$ cat src/rtl/gpio_input_debounce.sv
// Per-bit synchronizer plus stability-window debouncer for board buttons and switches.
// Each bit independently reports its debounced level and one-cycle rise/fall pulses.
module gpio_input_debounce #(
  parameter int WIDTH       = 5,
  parameter int CNT_MAX     = 1000000,
  parameter int SYNC_STAGES = 2
) (
  input  logic             clk,
  input  logic             reset,
  input  logic [WIDTH-1:0] raw_i,
  output logic [WIDTH-1:0] db_o,
  output logic [WIDTH-1:0] rise_o,
  output logic [WIDTH-1:0] fall_o,
  output logic             change_o
);

  localparam int CW = (CNT_MAX > 1) ? $clog2(CNT_MAX) : 1;
  localparam logic [CW-1:0] CNT_LAST = CW'(CNT_MAX - 1);

  logic [WIDTH-1:0] sync_q [SYNC_STAGES];
  logic [WIDTH-1:0] sync;
  logic [CW-1:0]    cnt      [WIDTH];
  logic [CW-1:0]    cnt_next [WIDTH];
  logic [WIDTH-1:0] pending;
  logic [WIDTH-1:0] done;
  logic [WIDTH-1:0] rise_next;
  logic [WIDTH-1:0] fall_next;

  always_ff @(posedge clk) begin
    if (reset) begin
      for (int s = 0; s < SYNC_STAGES; s++) sync_q[s] <= '0;
    end else begin
      sync_q[0] <= raw_i;
      for (int s = 1; s < SYNC_STAGES; s++) sync_q[s] <= sync_q[s-1];
    end
  end

  assign sync = sync_q[SYNC_STAGES-1];

  // Per-bit state is never stored: a bit is PENDING exactly when sync disagrees with db.
  assign pending = sync ^ db_o;

  always_comb begin
    done = '0;
    for (int b = 0; b < WIDTH; b++) begin
      cnt_next[b] = '0;
      if (pending[b]) begin
        if (cnt[b] == CNT_LAST) begin
          done[b] = 1'b1;
        end else begin
          cnt_next[b] = cnt[b] + CW'(1);
        end
      end
    end
    rise_next = done & sync;
    fall_next = done & ~sync;
  end

  always_ff @(posedge clk) begin
    if (reset) begin
      for (int b = 0; b < WIDTH; b++) cnt[b] <= '0;
      db_o     <= '0;
      rise_o   <= '0;
      fall_o   <= '0;
      change_o <= 1'b0;
    end else begin
      for (int b = 0; b < WIDTH; b++) cnt[b] <= cnt_next[b];
      db_o     <= db_o ^ done;
      rise_o   <= rise_next;
      fall_o   <= fall_next;
      change_o <= |done;
    end
  end

endmodule

$ cat config.mk
export PLATFORM = sky130hd
export DESIGN_NAME = gpio_input_debounce
export DESIGN_NICKNAME = d
export VERILOG_FILES = /design/src/rtl/gpio_input_debounce.sv
export SDC_FILE = /design/constraint.sdc
export NUM_CORES = 1
export LEC_CHECK = 0
export CAP_MARGIN = 20
export CORE_AREA = 2 2 89 112
export DETAILED_ROUTE_END_ITERATION = 12
export DIE_AREA = 0 0 91 114
export HOLD_SLACK_MARGIN = 0.06
export PLACE_DENSITY = 0.74
export SLEW_MARGIN = 20
export SYNTH_ARGS = -nofsm -noshare
export SYNTH_HDL_FRONTEND = slang
export SYNTH_SLANG_ARGS = --single-unit
$ cat constraint.sdc
create_clock -name clk -period 2.3 [get_ports clk]
set_input_delay 0.46 -clock clk [delete_from_list [all_inputs] [get_ports clk]]
set_output_delay 0.46 -clock clk [all_outputs]
set_load 0.01 [all_outputs]
### Word-level counts from Yosys, hierarchy flattened

Memory sizes are Yosys's and may differ from the RTL's.
Cells that the tools add are included.

| operators by class | value |
|---|---|
| $add $sub $neg | 5 |
| reductions and logical operators | 1 |
| multiplexer cells | 30 |
| equal/unequal tests | 5 |
| bitwise gates (word level) | 12 |

Operators by type and width:

| kind | count |
|---|---|
| 20-bit 2-to-1 mux | 15 |
| 20-bit by 1-bit adder with 20-bit output (second input constant) | 5 |
| 20-bit equality test (second input constant) | 5 |
| 1-bit 2-to-1 mux | 13 |
| 5-bit bitwise AND | 2 |
| 5-bit 2-to-1 mux | 2 |
| 5-bit XOR | 2 |
| 1-bit OR | 7 |
| 5-bit NOT | 1 |
| 5-bit OR reduction | 1 |

| storage, ports and cells | value |
|---|---|
| flip-flop bits (word level) | 16 |
| word-level logic and storage cells | 59 |
| bits in writable memories | 110 |
| input port bits | 7 |
| output and inout bits | 16 |
| memories | 2 |

Memories:

| memory | words | width | read ports | clocked after memory_dff | wr ports | line | source |
|---|---|---|---|---|---|---|---|
| cnt | 5 | 20 | 5 | 0 | 5 | 22 | `logic [CW-1:0] cnt [WIDTH];` |
| sync_q | 2 | 5 | 2 | 0 | 2 | 20 | `logic [WIDTH-1:0] sync_q [SYNC_STAGES];` |

### Logic depth before layout (Yosys ltp)

Gate-level depths: netlist of run 1.

| depth | value |
|---|---|
| depth in word-level cells | 4 |
| depth in mapped cells | 6 |

### Worst setup path before layout of run 1

OpenSTA, ideal clock, no wires.

| path | value |
|---|---|
| path type | register to register |
| from | memory cnt[0][60] in the netlist's numbering |
| to | memory cnt[0][63] in the netlist's numbering |
| cell stages (with the launch flop) | 7 |
| path slack | 363 ps |
| library setup time | 117 ps |
| arrival | 1,820 ps |
| path through | dfxtp_1 -> ha_1 -> nand3_1 -> or4_1 -> o21ai_2 -> buf_2 -> nor2_1 |

RTL lines:

| element | line |
|---|---|
| start, declared | 22 |

==> flow_metrics.tcl, run 1 <==
set metrics [dict create \
    p_leak_nw 1.87 \
    drt_wl_total_mm 10.8 \
    outcome "finished clean" \
    post-cts-setup-buffer-count 0 \
    synth.top_cell.area_share 0.463 \
    synthArstFlopShare 0 \
    worstSetupEndpointType "flop" \
    min_path_cells 1 \
    hp-start "cnt[0][40]" \
    critPathKind "reg2reg" \
    worst_ep_arrival_time_ns 2.38 \
    layout-drive-gt1-share 0.0682 \
    rsz0062_at_grt "no" \
    peakVddDrop_v 0.000475 \
    r2r_setup_slack_ns 0.21 \
    tightest_slew_ns 0.645 \
    grt_pass1_vias 4379 \
    synth_compound_area_frac 0.0968 \
    ys.warnings.count 0 \
    nets 663 \
    fillCellCount 802 \
    pin_count 23 \
    r2r_end "fall_o[3]" \
    ys_top_cells_by_area "dfxtp_1 (46%), xnor2_1 (5.6%), nor2_1 (5.5%), a21oi_1 (3.9%), xor2_1 (3.7%)" \
    area_growth_pct 16.5 \
    cts_resized 0 \
    grt_overflow 0 \
    synthSimpleGateAreaFrac 0.310 \
    fin_util 0.674 \
    switchingPower_mw 0.870 \
    dp_hpwl_mm 7.31 \
    drt.antenna.violating_nets 0 \
    post-route-period-util 0.907 \
    gp_congestion 0.843 \
    clkLatencyLatePin_ns 0.40 \
    p_seq_frac 0.473 \
    diodes 0 \
    first_pass_iters 4 \
    synthesis.nets 630 \
    clk_pin_slew_ns 0.05 \
    dr.first_iter.drc_count 172 \
    syn_inst 618 \
    fin_tns_setup_ns 0 \
    maxSlewViolCount 0 \
    die_w_um 91 \
    clock-sinks 126 \
    swShare 0.187 \
    grt_max_degree 28 \
    mostFrequentLayoutCells "dfxtp_1 (126), nor2_1 (80), a21oi_1 (42)" \
    crit_required_ns 2.59 \
    grt_usage 0.223 \
    cts_buffer_depth 2 \
    r2r_cells 5 \
    chipHeight_um 114 \
    max_clock_freq_mhz 479 \
    mostFrequentLayoutCell "dfxtp_1" \
    p_per_area_mw_per_mm2 736 \
    drt-vias-per-instance 5.74 \
    synth_top_family_by_area "simple AND/OR/NAND/NOR gates" \
    port_buffers 22 \
    pwr-share-comb 0.011 \
    hold_viol 0 \
    synth_mux_area_frac 0 \
    relSlewSlack 0.564 \
    clockRootBuffer "clkbuf_16" \
    hp-class "reg2reg" \
    cts_buffers 17 \
    ys_ff_latch 126 \
    num_vias 4514 \
    fin_skew_ns 0.00719 \
    hold_end "cnt[0][40]" \
    start_util 0.579 \
    avgSynthCellArea_sq_um 8.81 \
    coreArea_sq_mm 0.00941 \
    synth_area_sq_mm 0.00544 \
    drc 0 \
    timing.rr.start "cnt[0][60]" \
    postCtsHoldBufs 0 \
    antenna_found_initial 0 \
    intPower_mw 3.80 \
    crit_fanout 5 \
    synth_top_cell_by_area "dfxtp_1" \
    fp-row-count 40 \
    power_frac_clock 0.516 \
    startpoint_type "flop" \
    report.power.total_mw 4.67 \
    maxCapViolations 0 \
    synthAdderAreaFrac 0.0115 \
    dieArea_sq_mm 0.0104 \
    grt_pass1_wl_mm 18.9 \
    cts_tree "done" \
    ys_seq_area_frac 0.463 \
    yosys.area_share.xor_xnor 0.0933 \
    dominantRegCellSynth "dfxtp_1" \
    wl_per_cell_um 13.7 \
    setup_viol 0 \
    htreeDepth 4 \
    synth_edf_count 0 \
    finalCriticalPeriod_ns 2.09 \
    yosysUniqueCellTypes 43 \
]
registers in the layout (all words and copies together), names as in the netlist, named ones only:
| signal | count |
|---|---|
| rise_o | 5 |
| sync_q | 10 |
| change_o | 1 |
| cnt | 100 |
| fall_o | 5 |
metal layers:
metal | vias up | wire length [um] | track usage
met5 | - | 0 | 0
met4 | 0 | 396 | 0.135
met3 | 39 | 317 | 0.0542
met2 | 89 | 5310 | 0.378
met1 | 2089 | 4730 | 0.255
li1 | 2297 | - | -
worst max-delay path: stages (launching register included):
cell and delay (ns):
dfxtp_1 0.37, ha_1 0.23, nand3_1 0.14, or4_1 0.61, or2_2 0.36, nor4b_1 0.28
area by class of cell:
| cell class | count | area, sq um | share of cell area |
|---|---|---|---|
| clock buffer | 27 | 503 | 0.0793 |
| inverter | 16 | 60.1 | 0.00947 |
| sequential | 126 | 2520 | 0.398 |
| multi-input combinational | 460 | 2790 | 0.440 |
| clock inverter | 1 | 30.0 | 0.00474 |
| timing repair buffer | 30 | 280 | 0.0442 |
| tap | 126 | 158 | 0.0249 |
worst max-delay path by stage:
stage	slack, ns	from	cells after the start	to
5_1_grt	0.11	cnt[0][20]	5	cnt[0][38]
3_5_place_dp	0.24	cnt[0][20]	5	cnt[0][38]
4_1_cts	0.23	cnt[0][20]	5	cnt[0][38]
3_3_place_gp	0.31	cnt[0][20]	5	cnt[0][38]
6_report	0.21	cnt[0][60]	5	fall_o[3]
2_1_floorplan	0.36	cnt[0][60]	6	cnt[0][63]
synth_stat cells (3+ instances only):
library cell,n
nor3_1,3
a21oi_1,42
and3_1,10
or2_2,4
and2_1,5
dfxtp_1,126
inv_1,16
nor4_1,16
nor2b_1,12
xor2_1,23
o31ai_1,16
or4_1,21
nor4b_1,9
nand3_1,36
or3_1,28
o21ai_0,25
and4_1,6
nand2_1,37
nor2_1,80
or3b_2,3
buf_2,5
clkbuf_1,8
nand4_1,22
ha_1,5
o21ai_2,3
xnor2_1,35
stage by stage:
| stage | worst slack, ns | hold slack (ns) | std cells | cell area [sq um] |
|---|---|---|---|---|
| 2_1_floorplan | 0.363 | 0.412 | 618 | 5440 |
| 3_3_place_gp | 0.306 | 0.422 | 758 | 5810 |
| 3_5_place_dp | 0.242 | 0.431 | 758 | 5810 |
| 4_1_cts | 0.231 | 0.438 | 786 | 6340 |
| 5_1_grt | 0.109 | 0.462 | 786 | 6340 |
| 6_report | 0.213 | 0.437 | 786 | 6340 |
power groups by stage:
stage,clock network [mW],registers (mW),logic (mW)
final,2.41,2.21,0.0525
after detailed placement,0,2.25,0.0523
after CTS,2.46,2.20,0.0530
after floorplan,0,2.25,0.0330
after global routing,2.57,2.20,0.0583
after global placement,0,2.25,0.0512
cells by family (layout without fill, tap and decap cells):
kind of cell | Yosys count | in the layout
xor+xnor | 58 | 58
fa+ha+maj | 5 | 5
buf+inv | 32 | 74
compound gates | 91 | 91
flops | 126 | 126
simple gates | 306 | 306
(Power assumes the default switching activity.)
==> run 2: changes to the inputs <==
Settings changed: ABC_AREA set to 1, CORE_AREA 2 2 89 112 to 2 2 92 116, DIE_AREA 0 0 91 114 to 0 0 94 118, MAX_ROUTING_LAYER set to met4, TNS_END_PERCENT set to 30.
==> run 2 against run 1 <==
  * Count of clock-buffer cells in the layout is 7 lower
  * Sequential share of layout area decreased by 2.6 points
  * Largest power group unchanged
  * Utilization rose by 0.47 points
  * Critical path depth is 4 lower
  * Largest cell class unchanged
  * Final cell count rose by 25%
==> flow_metrics.tcl, run 2 <==
set metrics [dict create \
    port_buffers 22 \
    dp_hpwl_mm 8.43 \
    pwr-share-comb 0.011 \
    synthesis.nets 824 \
    chipHeight_um 118 \
    dp_cells 954 \
    swShare 0.197 \
    num_vias 5081 \
    fin_skew_ns 0.00505 \
    intPower_mw 3.96 \
    hp-class "reg2reg" \
    coreArea_sq_mm 0.0100 \
    path_delay_family "buffers and inverters" \
    post-route-period-util 0.808 \
    worstSetupEndpointType "output pin" \
    crit_path_top_delay_cell "clkdlybuf4s50_1" \
    outcome "finished clean" \
    pre_cts_ws_ns 0.308 \
    gp_congestion 0.909 \
    htreeDepth 4 \
    fin_cells 986 \
    crit_required_ns 1.84 \
    regMostFlops "cnt" \
    grt_pass1_vias 4848 \
    synth_compound_area_frac 0.0481 \
    ys_top_cells_by_area "dfxtp_1 (43%), nand2_1 (9.8%), nor2_1 (9.3%), inv_1 (7.1%), nand3_1 (4.3%)" \
    synth_top_family_by_area "simple AND/OR/NAND/NOR gates" \
    ys_ff_latch 126 \
    yosysUniqueCellTypes 41 \
    fp-row-count 41 \
    synthArstFlopShare 0 \
    highest_layer "met4" \
    synth_edf_count 0 \
    ys.warnings.count 0 \
    crit_chain "clkdlybuf4s50_1" \
    first_pass_iters 5 \
    post-cts-setup-buffer-count 0 \
    clk_pin_slew_ns 0.05 \
    area_growth_pct 15.5 \
    met3_length_um 504 \
    reg_top3 "cnt (100), sync_q (10)" \
    power_frac_clock 0.542 \
    drt.antenna.violating_nets 0 \
    dominantRegCellSynth "dfxtp_1" \
    max_stage_delay_ns 0.57 \
    avgSynthCellArea_sq_um 7.24 \
    yosys.area_share.xor_xnor 0.0477 \
    die_w_um 94 \
    p_leak_nw 2.43 \
    clock-sinks 126 \
    p_seq_frac 0.446 \
    grt_usage 0.235 \
    grt_pass1_wl_mm 20.7 \
    wl_met2_mm 6.11 \
    fin_ws_ns 0.441 \
    cp.buffers_inverters 1 \
    hold_viol 0 \
    fin_tns_setup_ns 0 \
    synthAdderAreaFrac 0.0106 \
    synth_top_cell_by_area "dfxtp_1" \
    fin_util 0.679 \
    largest_reg_flops 100 \
    maxSlewViolCount 0 \
    report.power.total_mw 4.93 \
    mostFrequentLayoutCell "nand2_1" \
    antenna_found_initial 0 \
    tightest_slew_ns 0.412 \
    synthMostInstantiatedCell "nand2_1" \
    cts_tree "done" \
    critPathKind "reg2out" \
    diodes 0 \
    maxCapViolations 0 \
    synthSimpleGateAreaFrac 0.374 \
    drt-vias-per-instance 5.15 \
    cts_resized 0 \
    dieArea_sq_mm 0.0111 \
    postCtsHoldBufs 0 \
    r2r_setup_slack_ns 0.54 \
    startpoint_type "flop" \
    wl_met1_mm 4.99 \
    synth_commonest_cells "nand2_1 (154), nor2_1 (145), dfxtp_1 (126), inv_1 (111), nand3_1 (50)" \
    pin_count 23 \
    mostFrequentLayoutCells "nand2_1 (154), nor2_1 (145), dfxtp_1 (126)" \
    dr.first_iter.drc_count 259 \
    clkLatencyLatePin_ns 0.41 \
    p_per_area_mw_per_mm2 727 \
    syn_inst 812 \
    grt_max_degree 21 \
    peakVddDrop_v 0.000443 \
    wl_per_cell_um 12.0 \
    drc 0 \
    worst_ep_arrival_time_ns 1.40 \
    drt_wl_total_mm 11.8 \
    start_util 0.587 \
    ys_seq_area_frac 0.429 \
    synth.top_cell.area_share 0.429 \
    synth_area_sq_mm 0.00588 \
    switchingPower_mw 0.971 \
    rsz0062_at_grt "no" \
    cts_buffer_depth 2 \
    max_clock_freq_mhz 538 \
    finalCriticalPeriod_ns 1.86 \
    grt_overflow 0 \
    synth_mux_area_frac 0 \
    nets 856 \
    relSlewSlack 0.724 \
    clockRootBuffer "clkbuf_16" \
    cts_buffers 17 \
    setup_viol 0 \
    crit_fanout 5 \
    layout-drive-gt1-share 0.0957 \
]
run 2: final timing paths:
path           startpoint           end  cells past startpoint
max reg2reg    cnt[0][40]    cnt[0][48]                      7
min          sync_q[0][4]  sync_q[0][9]                      2
min reg2reg  sync_q[0][4]  sync_q[0][9]                      2
max                  flop       db_o[0]                      1
run 2: cells by family (layout without fill, tap and decap cells):
logic type | after synthesis | count (layout)
AND/OR/NAND/NOR | 469 | 469
buffers and inverters | 128 | 173
flip-flops | 126 | 126
AO/OA/AOI/OAI | 52 | 52
XOR/XNOR | 32 | 32
adder cells (fa/ha/maj) | 5 | 5
run 2: area by class of cell:
| class | instances | area [sq um] |
|---|---|---|
| fill | 882 | 3220 |
| inverter | 116 | 438 |
| clock buffer | 20 | 457 |
| tap | 129 | 161 |
| sequential | 126 | 2520 |
| timing repair buffer | 25 | 243 |
| multi-input combinational | 558 | 2820 |
| clock inverter | 12 | 143 |
run 2: through the flow:
stage	hold slack, ns	area [sq um]
3_5_place_dp	0.399	6190
5_1_grt	0.416	6790
3_3_place_gp	0.392	6190
6_report	0.406	6790
4_1_cts	0.408	6790
2_1_floorplan	0.388	5880
run 2: power groups by stage:
stage               sequential (mW)  clock, mW  combinational [mW]
floorplan                      2.25          0              0.0400
global placement               2.25          0              0.0550
detailed placement             2.25          0              0.0564
CTS                            2.20       2.72              0.0570
global route                   2.20       2.83              0.0637
finish                         2.20       2.68              0.0565
run 2: worst min-delay path, cell delays in order (launching register included):
cell and delay, ns:
dfxtp_1 0.30, inv_1 0.04, nor2_1 0.03
run 2: routing by layer:
layer	vias to the layer above	GRT usage
met5	-	-
met4	0	0.0806
met3	19	0.0647
met2	86	0.402
met1	2335	0.261
li1	2641	-
==> RTL change (config.mk and constraints of run 1) <==
Change the parameter `CNT_MAX` from 1000000 to 4000000.
--- a/src/rtl/gpio_input_debounce.sv
+++ b/src/rtl/gpio_input_debounce.sv
@@ -4,3 +4,3 @@
   parameter int WIDTH       = 5,
-  parameter int CNT_MAX     = 1000000,
+  parameter int CNT_MAX     = 4000000,
   parameter int SYNC_STAGES = 2
Check against the original RTL: no difference found for any inputs over 10 cycles, from zero or initial values and one cycle with reset high; that may be too few to reach the edited logic, so the function may still have changed.
==> RTL change against run 1 <==
  * Hold slack worse by 0.0014 ns
  * Critical path depth is 1 higher
  * Sequential cell count is 10 higher
  * Highest routed layer unchanged
  * Worst setup slack better by 0.090 ns
  * Synthesized area is 3.7% higher
  * Non-clock buffer count stayed put
  * Maximum frequency is 4.5% higher
  * Routed wire length is 4.4% lower
  * Final area is 3.1% higher
  * Power is 4.5% higher
==> RTL change: results (changes against run 1) <==
- Status: completed
- Worst reg2reg setup slack: 0.30 ns (+0.09 ns)
- Static Leak: 2.22 nW (+19%)
- CP max FO: 22 (+17)
- Worst clock skew: 0.00539 ns (-0.00180 ns)
- Overall routed net length: 10300 um (-4.4%)
- Worst setup path startpoint: cnt[0][0]
- Via density: 5.37 (-6.6%)
- Post-placement cell count: 761 (+0.40%)
- Distinct cells, synth: 36 (-16%)
- Placed cell areas: 0.00600 mm^2 (+3.3%)
- GR Util met2: 0.368 (-0.00988)
- Reg-to-reg endpoint: cnt[0][0]
- Met3 usage: 0.0687 (+0.0145)
- GRT Total Usage: 0.209 (-0.0138)
- Slew headroom: 0.603 (+0.0388)
- Top flop regs: cnt: 110 flops, sync_q: 10 flops
- Share of layout cells above drive strength 1: 0.0664 (-0.00182)
- First-pass GRT wire length: 17800 um (-5.7%)
- Worst Hold End: cnt[0][44]
- Maximum vdd drop: 0.622 mV (+31%)
- Sequential area share after synthesis: 0.482 (+0.0190)
- Vias in the first global route: 4110 (-6.1%)
- Number of DRC markers in iteration 0: 180 (+4.7%)
- Syn nets: 632 (+0.32%)
- Largest net degree at the start of global routing: 23 (-18%)
- Critical path's largest stage delay: 0.68 ns (+0.07 ns)
- Synth area leaders: dfxtp_1, xor2_1, nor2_1
- Top delay family on crit path: simple AND/OR/NAND/NOR gates
- Worst R2R Path Depth: 6 (+1)
- H-tree level count: 4 (unchanged)
- Min Hold Slack: 0.435 ns (-0.00144 ns)
- Post-DP HPWL: 6970 um (-4.6%)
- Met1 Usage GRT: 0.237 (-0.0175)
- Global placer's final weighted congestion: 0.771 (-8.5%)
- WL/cell: 13.0 um (-4.7%)
- Worst hold start: cnt[0][44]
- Layout Nets: 666 (+0.45%)
- Arr. time, crit path: 2.33 ns (-0.05 ns)
- Most common library cells after synthesis: dfxtp_1, nor2_1, xor2_1
- CP max stage cell: or3b_2
- Post-Syn Instances: 620 (+0.32%)
-- RTL change: cell types whose count changed in the layout (fill, tap and decap cells not counted), sizes merged, moves of 4 or more --
cell,run 1,this run
and3,10,20
mux2i,0,5
xor2,23,65
nand3,37,43
or4,23,0
a21oi,42,1
o31ai,16,0
xnor2,35,39
or3,28,1
nor3,3,11
dfxtp,126,136
o21ai,30,1
nor2,80,130
and4,6,14
-- RTL change: power by group --
part | total, mW | switching, mW | internal, mW
Sequential | 2.38 | 0.00694 | 2.37
Combinational | 0.0522 | 0.0292 | 0.0230
Clock | 2.45 | 0.899 | 1.55
-- RTL change: cells by family (layout without fill, tap and decap cells) --
kind of cell,count (synthesis),in the layout,share of synthesized area
buffers and inverters,28,71,0.0235
AO/OA/AOI/OAI,5,5,0.00554
flip-flops,136,136,0.482
multiplexers,5,5,0.00887
adder cells (fa/ha/maj),5,5,0.0111
XOR/XNOR,104,104,0.161
AND/OR/NAND/NOR,337,337,0.307
-- RTL change: layer usage --
layer | share of wire | vias to the layer above
met4 | 0.014 | 0
li1 | - | 2154
met2 | 0.50 | 43
met3 | 0.032 | 14
met1 | 0.45 | 2022
met5 | 0 | -
-- RTL change: cell type report --
cell class                      instances  area, um^2
Fill cell                             755        2870
Multi-Input combinational cell        456        2790
Clock buffer                           25         526
Sequential cell                       136        2720
Inverter                               13        48.8
Timing Repair Buffer                   30         280
Clock inverter                          3        15.0
Tap cell                              126         158
-- RTL change: worst max path at each step --
stage | slack, ns | cells after the start | to
after global placement | 0.27 | 6 | cnt[0][15]
after floorplan | 0.63 | 7 | cnt[0][10]
final | 0.30 | 6 | cnt[0][0]
after global routing | 0.21 | 6 | cnt[0][9]
after detailed placement | 0.16 | 6 | cnt[0][5]
after CTS | 0.15 | 6 | cnt[0][5]
-- RTL change: metrics by stage --
stage / setup slack (ns) / power [mW]
6_report: 0.303 / 4.88
5_1_grt: 0.209 / 5.03
4_1_cts: 0.146 / 4.91
3_5_place_dp: 0.158 / 2.48
3_3_place_gp: 0.270 / 2.48
2_1_floorplan: 0.628 / 2.46
-- RTL change: repair_timing --
item,CTS,global route
resized for setup,0,1
setup endpoints to repair,0,15
hold endpoints to repair,0,0
